$ cat src/rtl/usb_rx_pkg.sv
// Shared types and constants for the USB receive framer.
// Latency: n/a (types only). Backpressure: n/a.
// PID nibbles are the low nibble of the PID byte; the high nibble carries their complement.
package usb_rx_pkg;

    typedef enum logic [2:0] {
        IDLE,
        SYNC_RX,
        PID_RX,
        DATA_RX,
        ERR
    } rx_state_t;

    localparam logic [7:0] SYNC_VAL  = 8'h80;

    localparam logic [3:0] PID_OUT   = 4'b0001;
    localparam logic [3:0] PID_IN    = 4'b1001;
    localparam logic [3:0] PID_SOF   = 4'b0101;
    localparam logic [3:0] PID_SETUP = 4'b1101;
    localparam logic [3:0] PID_DATA0 = 4'b0011;
    localparam logic [3:0] PID_DATA1 = 4'b1011;
    localparam logic [3:0] PID_ACK   = 4'b0010;
    localparam logic [3:0] PID_NAK   = 4'b1010;
    localparam logic [3:0] PID_STALL = 4'b1110;

    function automatic logic pid_ok(input logic [7:0] b);
        return b[7:4] == ~b[3:0];
    endfunction

endpackage

$ cat src/rtl/rx_byte_shifter.sv
// LSB-first byte assembler: shift register, 3-bit bit counter, byte_done strobe.
// Latency: byte_done/byte_dat are combinational in the cycle of the 8th strobe.
// Backpressure: none; every shift_enable is consumed.
module rx_byte_shifter (
    input  logic       clk,
    input  logic       rst,
    input  logic       clr,
    input  logic       shift_enable,
    input  logic       d_orig,
    output logic [2:0] bit_cnt,
    output logic       byte_done,
    output logic [7:0] byte_dat
);

    logic [7:0] sr;

    // Completed byte includes the bit arriving on this strobe.
    assign byte_dat  = {d_orig, sr[7:1]};
    assign byte_done = shift_enable && !clr && (bit_cnt == 3'd7);

    always_ff @(posedge clk) begin
        if (!rst) begin
            sr      <= 8'h00;
            bit_cnt <= 3'd0;
        end else if (clr) begin
            bit_cnt <= 3'd0;
        end else if (shift_enable) begin
            sr      <= byte_dat;
            bit_cnt <= bit_cnt + 3'd1;
        end
    end

endmodule

$ cat src/rtl/usb_rx_pid_framer.sv
// USB RX framer: SYNC detect, PID capture/check, data byte streaming, EOP framing.
// Latency: all outputs registered, one cycle after the triggering strobe.
// Backpressure: none; optional idle-strobe timeout under RX_TIMEOUT_EN.
module usb_rx_pid_framer
    import usb_rx_pkg::*;
#(
    parameter logic [7:0] SYNC_BYTE   = SYNC_VAL,
    parameter int         MAX_BYTES   = 1027,
    parameter int         TIMEOUT_CYC = 64
) (
    input  logic                           clk,
    input  logic                           rst,
    input  logic                           start,
    input  logic                           d_orig,
    input  logic                           shift_enable,
    input  logic                           eop,
    output logic [7:0]                     PID_I,
    output logic                           EOP_flag,
    output logic [7:0]                     rcv_data,
    output logic                           byte_received,
    output logic [$clog2(MAX_BYTES+1)-1:0] byte_cnt,
    output logic                           rcving,
    output logic                           pid_err,
    output logic                           rx_error
);

    localparam int CW = $clog2(MAX_BYTES + 1);
    localparam logic [CW-1:0] MAX_CNT = CW'(MAX_BYTES);

    rx_state_t  state;
    logic [2:0] bit_cnt;
    logic       byte_done;
    logic [7:0] byte_dat;
    logic       tmo;

    rx_byte_shifter u_shifter (
        .clk          (clk),
        .rst          (rst),
        .clr          (state == IDLE),
        .shift_enable (shift_enable),
        .d_orig       (d_orig),
        .bit_cnt      (bit_cnt),
        .byte_done    (byte_done),
        .byte_dat     (byte_dat)
    );

`ifdef RX_TIMEOUT_EN
    localparam int TW = $clog2(TIMEOUT_CYC + 1);
    logic [TW-1:0] cyc_cnt;
    rx_state_t     state_q;

    assign tmo = (cyc_cnt == TW'(TIMEOUT_CYC - 1)) && !shift_enable;

    // Counter restarts on every strobe and on the first cycle of each state.
    always_ff @(posedge clk) begin
        if (!rst) begin
            cyc_cnt <= '0;
            state_q <= IDLE;
        end else begin
            state_q <= state;
            if (state == IDLE || state == ERR || shift_enable || state != state_q)
                cyc_cnt <= '0;
            else
                cyc_cnt <= cyc_cnt + 1'b1;
        end
    end
`else
    assign tmo = 1'b0;
`endif

    always_ff @(posedge clk) begin
        if (!rst) begin
            state         <= IDLE;
            PID_I         <= 8'h00;
            rcv_data      <= 8'h00;
            byte_cnt      <= '0;
            EOP_flag      <= 1'b0;
            byte_received <= 1'b0;
            rcving        <= 1'b0;
            pid_err       <= 1'b0;
            rx_error      <= 1'b0;
        end else begin
            EOP_flag      <= 1'b0;
            byte_received <= 1'b0;
            case (state)
                IDLE: begin
                    if (start) begin
                        state    <= SYNC_RX;
                        rcving   <= 1'b1;
                        byte_cnt <= '0;
                        pid_err  <= 1'b0;
                        rx_error <= 1'b0;
                    end
                end
                SYNC_RX: begin
                    if (eop || (byte_done && byte_dat != SYNC_BYTE)) begin
                        state    <= ERR;
                        rx_error <= 1'b1;
                    end else if (byte_done) begin
                        state <= PID_RX;
                    end else if (tmo) begin
                        state    <= IDLE;
                        rcving   <= 1'b0;
                        rx_error <= 1'b1;
                    end
                end
                PID_RX: begin
                    if (byte_done) begin
                        PID_I <= byte_dat;
                        if (!pid_ok(byte_dat)) begin
                            state    <= ERR;
                            pid_err  <= 1'b1;
                            rx_error <= 1'b1;
                        end else if (eop) begin
                            // Byte first, then eop lands on a boundary: zero-data packet.
                            state    <= IDLE;
                            rcving   <= 1'b0;
                            EOP_flag <= 1'b1;
                        end else begin
                            state <= DATA_RX;
                        end
                    end else if (eop) begin
                        state    <= ERR;
                        rx_error <= 1'b1;
                    end else if (tmo) begin
                        state    <= IDLE;
                        rcving   <= 1'b0;
                        rx_error <= 1'b1;
                    end
                end
                DATA_RX: begin
                    if (byte_done && byte_cnt == MAX_CNT) begin
                        state    <= ERR;
                        rx_error <= 1'b1;
                    end else begin
                        if (byte_done) begin
                            rcv_data      <= byte_dat;
                            byte_received <= 1'b1;
                            byte_cnt      <= byte_cnt + 1'b1;
                        end
                        if (eop) begin
                            if (byte_done || bit_cnt == 3'd0) begin
                                state    <= IDLE;
                                rcving   <= 1'b0;
                                EOP_flag <= 1'b1;
                            end else begin
                                state    <= ERR;
                                rx_error <= 1'b1;
                            end
                        end else if (tmo) begin
                            state    <= IDLE;
                            rcving   <= 1'b0;
                            rx_error <= 1'b1;
                        end
                    end
                end
                ERR: begin
                    if (eop) begin
                        state  <= IDLE;
                        rcving <= 1'b0;
                    end
                end
                default: begin
                    state  <= IDLE;
                    rcving <= 1'b0;
                end
            endcase
        end
    end

endmodule

$ cat config.mk
export PLATFORM = sky130hd
export DESIGN_NAME = usb_rx_pid_framer
export DESIGN_NICKNAME = d
export VERILOG_FILES = /design/src/rtl/usb_rx_pkg.sv /design/src/rtl/rx_byte_shifter.sv /design/src/rtl/usb_rx_pid_framer.sv
export SDC_FILE = /design/constraint.sdc
export NUM_CORES = 1
export LEC_CHECK = 0
export CAP_MARGIN = 10
export CORE_UTILIZATION = 50
export CTS_CLUSTER_DIAMETER = 40
export DETAILED_ROUTE_END_ITERATION = 6
export PLACE_DENSITY = 0.77
export SLEW_MARGIN = 20
export SYNTH_ARGS = -nofsm -noshare
export SYNTH_HDL_FRONTEND = slang
export SYNTH_HIERARCHICAL = 1
export SYNTH_SLANG_ARGS = --single-unit
$ cat constraint.sdc
create_clock -name clk -period 4 [get_ports clk]
set_input_delay 0.4 -clock clk [delete_from_list [all_inputs] [get_ports clk]]
set_output_delay 0.4 -clock clk [all_outputs]
set_load 0.02 [all_outputs]
==> impl_metrics.tcl, run 1 <==
set metrics [dict create \
    status "finished clean" \
    firstDrtPassIters 4 \
    cts_max_level 2 \
    max_freq_mhz 334 \
    period_needed_ns 2.99 \
    clk_latency_ns 0.30 \
    die_h_um 65.8 \
    worstHoldPathType "reg2reg" \
    post_cts_resized 0 \
    area_growth_pct 22.7 \
    place.gp.congestion 0.888 \
    p_per_area_nw_per_um2 419 \
    worst_pin_slew_ns 0.698 \
    tns_ns 0 \
    layout-drive-gt1-share_pct 6.25 \
    min_period_over_period_pct 74.8 \
    crit_arrival_ns 3.22 \
    post_cts_buffers 0 \
    ir_drop_mv 0.271 \
    clkTransAtPathRegs_ns 0.09 \
    cap_viol_max_count 0 \
    grtUsageMet1_pct 30.8 \
    gr-max-usage-layer "met2" \
    path_class "reg2reg" \
    hold_viol 0 \
    ys_seq_area_share_pct 44.3 \
    placed_cells 312 \
    vias_per_cell 5.43 \
    rows 22 \
    grt_first_pass_wirelength_mm 7.19 \
    yosys.area.top_type "dfxtp_1" \
    grt_remaining_overflow 0 \
    die_w_um 65.8 \
    root_buffer "clkbuf_8" \
    diodes 0 \
    synth_top_area_share_pct 44.3 \
    nFillCells 341 \
    drc_errors 0 \
    grt_max_degree 21 \
    fin_worst_skew_ns 0.00853 \
    io_buffer_count 37 \
    ys_warn_count 6 \
    ios 38 \
    p_leak_nw 0.861 \
    finalMaxSlewViolations 0 \
    ys_ff_latch 45 \
    yosysUniqueCellTypes 41 \
    startpoint_type "flip-flop" \
    routed_wl_mm 4.18 \
    required_ns 4.23 \
    rsz0062_at_grt "false" \
    register_area_um2 901 \
    max_stage_delay_ns 0.61 \
    synth_cells 238 \
    grt_use_met3_pct 4.66 \
    syn_nets 247 \
    start_util_pct 54.0 \
    avgRoutedWirePerCell_um 13.1 \
    max_slew_margin_pct 53.1 \
    worst_setup_path_end_kind "flip-flop" \
    fin_nets 280 \
    cts_made_buffers 5 \
    multi_input_area_um2 1050 \
    cts.sinks 45 \
    synthesis.area_um2 2040 \
    grt_pass1_vias 1559 \
    via_count 1737 \
    clockBufferDepth 2 \
    path_max_fanout 14 \
    die_area_um2 4330 \
    antenna_found_initial 0 \
    synth.area.top_cells "dfxtp_1, mux2i_1, nand2_1" \
    drt-initial-drc-count 129 \
    layout.cells.non_filler 320 \
    fp.coreArea_um2 3770 \
    dp_hpwl_mm 2.99 \
    met2_usage_pct 31.1 \
    synth_area_per_cell_um2 8.55 \
    setup_viol 0 \
    cpMaxStageDelayCell "dfxtp_1" \
    cts_tree "yes" \
    grt_usage_pct 22.2 \
    worstPathCellList "nor3_1, nand2b_1, nor2_1, inv_1, nor3_2, nand2_1, o22a_1, o22ai_1" \
    ant_nets 0 \
    cts_hold_buf 0 \
]
-- routing by layer --
| metal | routed length, um | part of all wire (%) |
|---|---|---|
| met1 | 2120 | 51 |
| met3 | 201 | 4.8 |
| met5 | 0 | 0 |
| met4 | 80 | 1.9 |
| met2 | 1780 | 43 |
-- state kept, by name, summed over array words and instances, names as in the netlist --
register / count
rcving: 1
EOP_flag: 1
pid_err: 1
byte_received: 1
byte_cnt: 11
rcv_data: 8
state: 3
u_shifter/bit_cnt: 3
u_shifter/sr: 7
PID_I: 8
rx_error: 1
-- final timing paths --
| path | startpoint | to | slack (ns) | cells after the start |
|---|---|---|---|---|
| setup / recovery | state[0]$_SDFFE_PN0P_ | state[0]$_SDFFE_PN0P_ | 1.01 | 8 |
| hold / removal | PID_I[5]$_SDFFE_PN0P_ | PID_I[5]$_SDFFE_PN0P_ | 0.46 | 2 |
| setup reg to reg | state[0]$_SDFFE_PN0P_ | state[0]$_SDFFE_PN0P_ | 1.01 | 8 |
| hold reg to reg | PID_I[5]$_SDFFE_PN0P_ | PID_I[5]$_SDFFE_PN0P_ | 0.46 | 2 |
-- kinds of logic (layout without fill, tap and decap cells) --
family | Yosys count | count (layout) | share of synthesized area (%)
AND/OR/NAND/NOR | 108 | 108 | 25.9
buffers and inverters | 17 | 51 | 3.93
AO/OA/AOI/OAI | 35 | 35 | 10.1
XOR/XNOR | 13 | 13 | 5.59
flip-flops | 45 | 45 | 44.3
multiplexers | 17 | 17 | 8.36
adder cells (fa/ha/maj) | 3 | 3 | 1.84
-- area by class of cell --
class,instances,share of cell area [%]
clock buffer,5,2.75
clock inverter,3,0.701
inverter,5,0.751
multi-input combinational,176,42.2
sequential,45,36.1
tap,48,2.40
timing repair buffer,38,15.1
-- placed cells by master (no fill, tap or decap), drive strengths merged, types with 6 or more instances in the layout --
cell type      count
nor3               8
dfxtp             45
mux2i             17
clkdlybuf4s50     37
nand3             10
a21oi             17
xnor2              9
nand2             35
nor2              30
nand4              8
o21ai              6
-- worst max-delay path, delay by kind of cell, from the launching register on --
| family | cells | cell delay (ns) |
|---|---|---|
| flip-flops | 1 | 0.61 |
| AO/OA/AOI/OAI | 2 | 0.31 |
| AND/OR/NAND/NOR | 5 | 1.82 |
| buffers and inverters | 1 | 0.17 |
-- stage by stage --
step | util [%] | total power [mW] | instance area (um2) | setup WS, ns | hold WS (ns)
2_1_floorplan | - | 0.722 | 2040 | 1.76 | 0.481
3_3_place_gp | 64.0 | 0.777 | 2410 | 1.04 | 0.443
3_5_place_dp | 64.0 | 0.780 | 2410 | 0.921 | 0.447
4_1_cts | 66.3 | 1.05 | 2500 | 1.02 | 0.459
5_1_grt | 66.3 | 1.10 | 2500 | 0.641 | 0.480
6_report | 66.3 | 1.05 | 2500 | 1.01 | 0.457
-- synth_stat cells (all sizes together) --
| master | number |
|---|---|
| o22ai | 3 |
| nor3 | 8 |
| o311ai | 1 |
| a2bb2oi | 1 |
| and2 | 1 |
| xor2 | 4 |
| mux2i | 17 |
| o31ai | 1 |
| nand3 | 10 |
| dfxtp | 45 |
| a221oi | 1 |
| a311oi | 1 |
| and3 | 2 |
| nor4 | 3 |
| a21oi | 17 |
| buf | 6 |
| o21ai | 6 |
| or3 | 2 |
| nor2 | 30 |
| nor2b | 1 |
| nand2 | 35 |
| a211o | 1 |
| a31oi | 2 |
| nand4 | 8 |
| ha | 3 |
| nor4b | 1 |
| or4b | 1 |
| or3b | 2 |
| and4bb | 1 |
| nand2b | 3 |
| xnor2 | 9 |
| o22a | 1 |
| inv | 5 |
| clkbuf | 6 |
-- power by group --
part           total, mW  internal [mW]  switching [mW]
clock network      0.273          0.120           0.152
registers          0.531          0.478          0.0532
logic              0.242          0.108           0.134
No activity file was read; power rests on OpenSTA's default activity.
==> inputs of run 2 (changes only) <==
--- a/config.mk
+++ b/config.mk
@@ -6,10 +6,10 @@
 export NUM_CORES = 1
 export LEC_CHECK = 0
 export CAP_MARGIN = 10
-export CORE_UTILIZATION = 50
+export CORE_UTILIZATION = 46
 export CTS_CLUSTER_DIAMETER = 40
 export DETAILED_ROUTE_END_ITERATION = 6
-export PLACE_DENSITY = 0.77
+export PLACE_DENSITY = 0.75
 export SLEW_MARGIN = 20
 export SYNTH_ARGS = -nofsm -noshare
 export SYNTH_HDL_FRONTEND = slang
==> constraint.sdc (replaced) <==
create_clock -name clk -period 2.75 [get_ports clk]
set_input_delay 0.275 -clock clk [delete_from_list [all_inputs] [get_ports clk]]
set_output_delay 0.275 -clock clk [all_outputs]
set_load 0.02 [all_outputs]
==> run 2 against run 1 <==
- cell area grew 3.7%
- sequential share of layout area shrank 1.3 points
- sequential power grew 40%
- via count grew 4.8%
- critical path type unchanged
- critical endpoint is now byte_cnt[9]$_SDFFE_PN0P_
==> impl_metrics.tcl, run 2 (synthesis gave the netlist of run 1 again) <==
set metrics [dict create \
    finalMaxSlewViolations 0 \
    ant_nets 0 \
    clockBufferDepth 2 \
    io_buffer_count 37 \
    ir_drop_mv 0.435 \
    die_h_um 68.5 \
    final_cell_mix "dfxtp_1, clkdlybuf4s50_1, nand2_1, nor2_1" \
    largest_reg_flops 11 \
    cts_tree "yes" \
    cts_max_level 2 \
    worstHoldPathType "reg2reg" \
    place.gp.congestion 0.812 \
    register_area_um2 901 \
    fp.coreArea_um2 4120 \
    ios 38 \
    die_area_um2 4700 \
    via_count 1820 \
    p_leak_nw 0.917 \
    cp-startpoint "state[2]$_SDFFE_PN0P_" \
    worst_setup_path_end_kind "flip-flop" \
    avgRoutedWirePerCell_um 14.0 \
    min_period_over_period_pct 80.5 \
    cts.sinks 45 \
    max_slew_margin_pct 64.0 \
    firstDrtPassIters 4 \
    rsz0062_at_grt "false" \
    regMostFlops "byte_cnt" \
    drt-initial-drc-count 142 \
    grt_remaining_overflow 0 \
    vias_per_cell 5.52 \
    status "finished clean" \
    path_class "reg2reg" \
    p_per_area_nw_per_um2 652 \
    post_cts_resized 0 \
    max_freq_mhz 452 \
    hold_viol 0 \
    crit_arrival_ns 2.39 \
    reg_top3 "byte_cnt x11, PID_I x8, rcv_data x8" \
    place_ws_ns 0.402 \
    clkTransAtPathRegs_ns 0.08 \
    fin_nets 288 \
    diodes 0 \
    dp_hpwl_mm 3.26 \
    root_buffer "clkbuf_8" \
    cpMaxStageDelayCell "dfxtp_1" \
    fin_worst_skew_ns 0.00448 \
    crit_top_cell "nor3_1" \
    post_cts_buffers 0 \
    setup_viol 0 \
    routed_wl_mm 4.62 \
    clk_latency_ns 0.29 \
    grt_first_pass_wirelength_mm 7.52 \
    drc_errors 0 \
    cap_viol_max_count 0 \
    path_max_fanout 11 \
    die_w_um 68.5 \
    tns_ns 0 \
    area_growth_pct 27.3 \
    min_from "PID_I[3]$_SDFFE_PN0P_" \
    reg2reg_from "state[2]$_SDFFE_PN0P_" \
    grt_max_degree 17 \
    layout_setup_ws_ns 0.536 \
    worstPathCellList "nor3_1, nand2b_1, nor2_1, nand3_1, a211o_1, nor3_1, xnor2_1, nor2_2" \
    startpoint_type "flip-flop" \
    max_stage_delay_ns 0.56 \
    rows 23 \
    postPlaceCellArea_um2 2470 \
    multi_input_area_um2 1050 \
    required_ns 2.93 \
    layout_commonest_cell "dfxtp_1" \
    cts_made_buffers 5 \
    grt_pass1_vias 1643 \
    worst_pin_slew_ns 0.538 \
    final_area_um2 2590 \
    nFillCells 357 \
    layout-drive-gt1-share_pct 8.57 \
    start_util_pct 49.5 \
    period_needed_ns 2.21 \
    cts_hold_buf 0 \
    grt_usage_pct 21.7 \
    antenna_found_initial 0 \
]
## run 2: cell count changes in the layout (fill, tap and decap cells not counted)
cell / delta
bufinv_16: +1
clkbuf_8: +1
clkinvlp_4: -1
clkbuf_1: +1
clkinv_2: -2
buf_4: +8
## run 2: path summary, 6_finish.rpt
kind / slack (ns) / depth (start not counted) / endpoint
setup / recovery: 0.54 / 8 / byte_cnt[9]$_SDFFE_PN0P_
hold / removal: 0.46 / 2 / PID_I[3]$_SDFFE_PN0P_
setup reg to reg: 0.54 / 8 / byte_cnt[9]$_SDFFE_PN0P_
hold reg to reg: 0.46 / 2 / PID_I[3]$_SDFFE_PN0P_
## run 2: stage by stage
| step | hold WS, ns | power, mW | cells | util [%] |
|---|---|---|---|---|
| 3_3_place_gp | 0.443 | 1.17 | 322 | 60.1 |
| 3_5_place_dp | 0.449 | 1.17 | 322 | 60.1 |
| 2_1_floorplan | 0.397 | 1.05 | 238 | - |
| 6_report | 0.461 | 1.69 | 330 | 63.0 |
| 4_1_cts | 0.461 | 1.69 | 330 | 63.0 |
| 5_1_grt | 0.481 | 1.78 | 330 | 63.0 |
## run 2: worst max-delay path, delay by kind of cell, from the launching register on
kind,cells,cell delay [ns]
AO/OA/AOI/OAI,1,0.35
AND/OR/NAND/NOR,6,1.00
flip-flops,1,0.56
XOR/XNOR,1,0.19
## run 2: final cells by class
type / count / share of cell area (%)
clock buffers: 7 / 3.33
inverters: 5 / 0.724
clock inverters: 1 / 1.16
flip-flops and latches: 45 / 34.8
well taps: 50 / 2.41
repair buffers: 46 / 16.9
multi-input cells: 176 / 40.7
## run 2: layer usage
metal / GRT usage, % / wire length, um / up-vias
li1: - / - / 906
met1: 28.7 / 2190 / 858
met2: 33.9 / 2140 / 50
met3: 5.76 / 228 / 6
met4: 7.55 / 53 / 0
met5: 0 / 0 / -
## run 2: where the power goes
group / internal (mW) / total, mW / switching (mW)
logic: 0.189 / 0.431 / 0.242
clock network: 0.296 / 0.514 / 0.218
registers: 0.695 / 0.744 / 0.0488
total: 1.18 / 1.69 / 0.508
==> inputs of run 3 (changes only) <==
--- a/config.mk
+++ b/config.mk
@@ -6,10 +6,10 @@
 export NUM_CORES = 1
 export LEC_CHECK = 0
 export CAP_MARGIN = 10
-export CORE_UTILIZATION = 46
+export CORE_UTILIZATION = 50
 export CTS_CLUSTER_DIAMETER = 40
 export DETAILED_ROUTE_END_ITERATION = 6
-export PLACE_DENSITY = 0.75
+export PLACE_DENSITY = 0.77
 export SLEW_MARGIN = 20
 export SYNTH_ARGS = -nofsm -noshare
 export SYNTH_HDL_FRONTEND = slang
==> constraint.sdc (replaced) <==
create_clock -name clk -period 2.1 [get_ports clk]
set_input_delay 0.21 -clock clk [delete_from_list [all_inputs] [get_ports clk]]
set_output_delay 0.21 -clock clk [all_outputs]
set_load 0.02 [all_outputs]
==> run 3 against run 2 <==
- non-clock buffer count rose by 10
- first-iteration DRC count decreased by 29%
- flip-flop and latch count unchanged
- largest cell class unchanged
==> impl_metrics.tcl, run 3 (synthesis gave the netlist of run 1 again) <==
set metrics [dict create \
    status "finished clean" \
    cts_hold_buf 0 \
    area_growth_pct 31.9 \
    worst_pin_slew_ns 0.439 \
    cp-startpoint "u_shifter/bit_cnt[0]$_SDFFE_PP0P_" \
    ios 38 \
    wl_met1_mm 2.13 \
    regMostFlops "byte_cnt" \
    io_buffer_count 37 \
    rows 22 \
    crit_arrival_ns 2.15 \
    path_max_fanout 7 \
    pwr-share-comb_pct 27.9 \
    path_class "reg2reg" \
    place.gp.congestion 0.902 \
    avgRoutedWirePerCell_um 13.9 \
    die_w_um 65.8 \
    final_cell_mix "dfxtp_1, clkdlybuf4s50_1, nand2_1, nor2_1, buf_4" \
    dp_hpwl_mm 3.43 \
    routed_wl_mm 4.71 \
    pwr-share-seq_pct 41.9 \
    min_from "PID_I[7]$_SDFFE_PN0P_" \
    finalMaxSlewViolations 0 \
    layout-drive-gt1-share_pct 12.4 \
    power.total_mw 2.28 \
    drt-initial-drc-count 101 \
    routed.top_layer "met4" \
    min_period_over_period_pct 93.6 \
    layout.cells.non_filler 338 \
    die_area_um2 4330 \
    met3_wirelength_um 222 \
    p_int_mw 1.59 \
    fp.coreArea_um2 3770 \
    p_per_area_nw_per_um2 851 \
    fin_worst_skew_ns 0.00641 \
    ant_nets 0 \
    largest_reg_flops 11 \
    ir_drop_mv 0.557 \
    clkTransAtPathRegs_ns 0.08 \
    grt_first_pass_wirelength_mm 7.87 \
    via_count 1879 \
    max_freq_mhz 509 \
    post-route-util_pct 71.2 \
    cts_max_level 2 \
    power_switching_mw 0.694 \
    grt_usage_pct 24.1 \
    cts_made_buffers 5 \
    worst_setup_path_end_kind "flip-flop" \
    root_buffer "clkbuf_8" \
    clk_latency_ns 0.30 \
    vias_per_cell 5.56 \
    max_slew_margin_pct 70.7 \
    clockPowerShare_pct 30.2 \
    reg2reg_from "u_shifter/bit_cnt[0]$_SDFFE_PP0P_" \
    grt_pass1_vias 1716 \
    setup_viol 0 \
    firstDrtPassIters 4 \
    cap_viol_max_count 0 \
    reg_top3 "byte_cnt x11, PID_I x8, rcv_data x8" \
    p_leak_nw 0.972 \
    grt_remaining_overflow 0 \
    nFillCells 324 \
    met2_length_mm 2.28 \
    layout_commonest_cell "dfxtp_1" \
    antenna_found_initial 0 \
    multi_input_area_um2 1080 \
    diodes 0 \
    start_util_pct 54.0 \
    worstHoldPathType "reg2reg" \
    fin_nets 298 \
    register_area_um2 901 \
    rsz0062_at_grt "true" \
    final_area_um2 2690 \
    required_ns 2.29 \
    placed_cells 330 \
    cts.sinks 45 \
    clockBufferDepth 2 \
    startpoint_type "flip-flop" \
    die_h_um 65.8 \
    drc_errors 0 \
    period_needed_ns 1.96 \
    hold_viol 0 \
    cts_tree "yes" \
    hold_ws_ns 0.460 \
    sw_frac_of_total_pct 30.4 \
    postPlaceCellArea_um2 2550 \
    grt_max_degree 15 \
]
[run 3: path summary, 6_finish.rpt]
check | to | slack [ns] | cells after the start
setup reg to reg | byte_cnt[7]$_SDFFE_PN0P_ | 0.14 | 9
setup / recovery | byte_cnt[7]$_SDFFE_PN0P_ | 0.14 | 9
hold / removal | PID_I[7]$_SDFFE_PN0P_ | 0.46 | 2
hold reg to reg | PID_I[7]$_SDFFE_PN0P_ | 0.46 | 2
[run 3: timing repair]
action                     CTS  global route
setup endpoints to repair    0             7
gates resized for setup      0             2
buffers inserted             0             0
[run 3: per-layer routing]
metal,vias up,global-route usage [%]
met3,7,5.17
met4,0,10.6
met1,886,31.8
met2,57,37.6
li1,929,-
met5,-,0
[run 3: critical path, stage by stage, from the launching register on]
cell and delay [ns]:
dfxtp_1 0.38, ha_1 0.16, ha_1 0.13, inv_1 0.03, nor2_1 0.14, nand3_1 0.15
a211o_4 0.39, nor3_1 0.25, xnor2_1 0.17, nor2_2 0.04
[run 3: area by class of cell]
class                           count  area share [%]
Clock buffer                        7            3.22
Clock inverter                      1            1.12
Timing Repair Buffer               56            19.1
Inverter                            5           0.699
Multi-Input combinational cell    176            40.1
Sequential cell                    45            33.6
Tap cell                           48            2.24
[run 3: per-stage QoR]
step | setup TNS [ns] | worst slack [ns]
6_report | 0 | 0.135
5_1_grt | -0.165 | -0.0564
4_1_cts | 0 | 0.131
3_5_place_dp | -0.00661 | -0.00574
3_3_place_gp | 0 | 0.0571
2_1_floorplan | 0 | 0.0138
[run 3: power groups by stage]
stage                     logic, mW  registers, mW  clock network, mW
final                         0.637          0.957              0.690
after global routing          0.689          0.965              0.732
after CTS                     0.622          0.958              0.694
after detailed placement      0.618          0.978                  0
after global placement        0.621          0.978                  0
after floorplan               0.380           1.00                  0
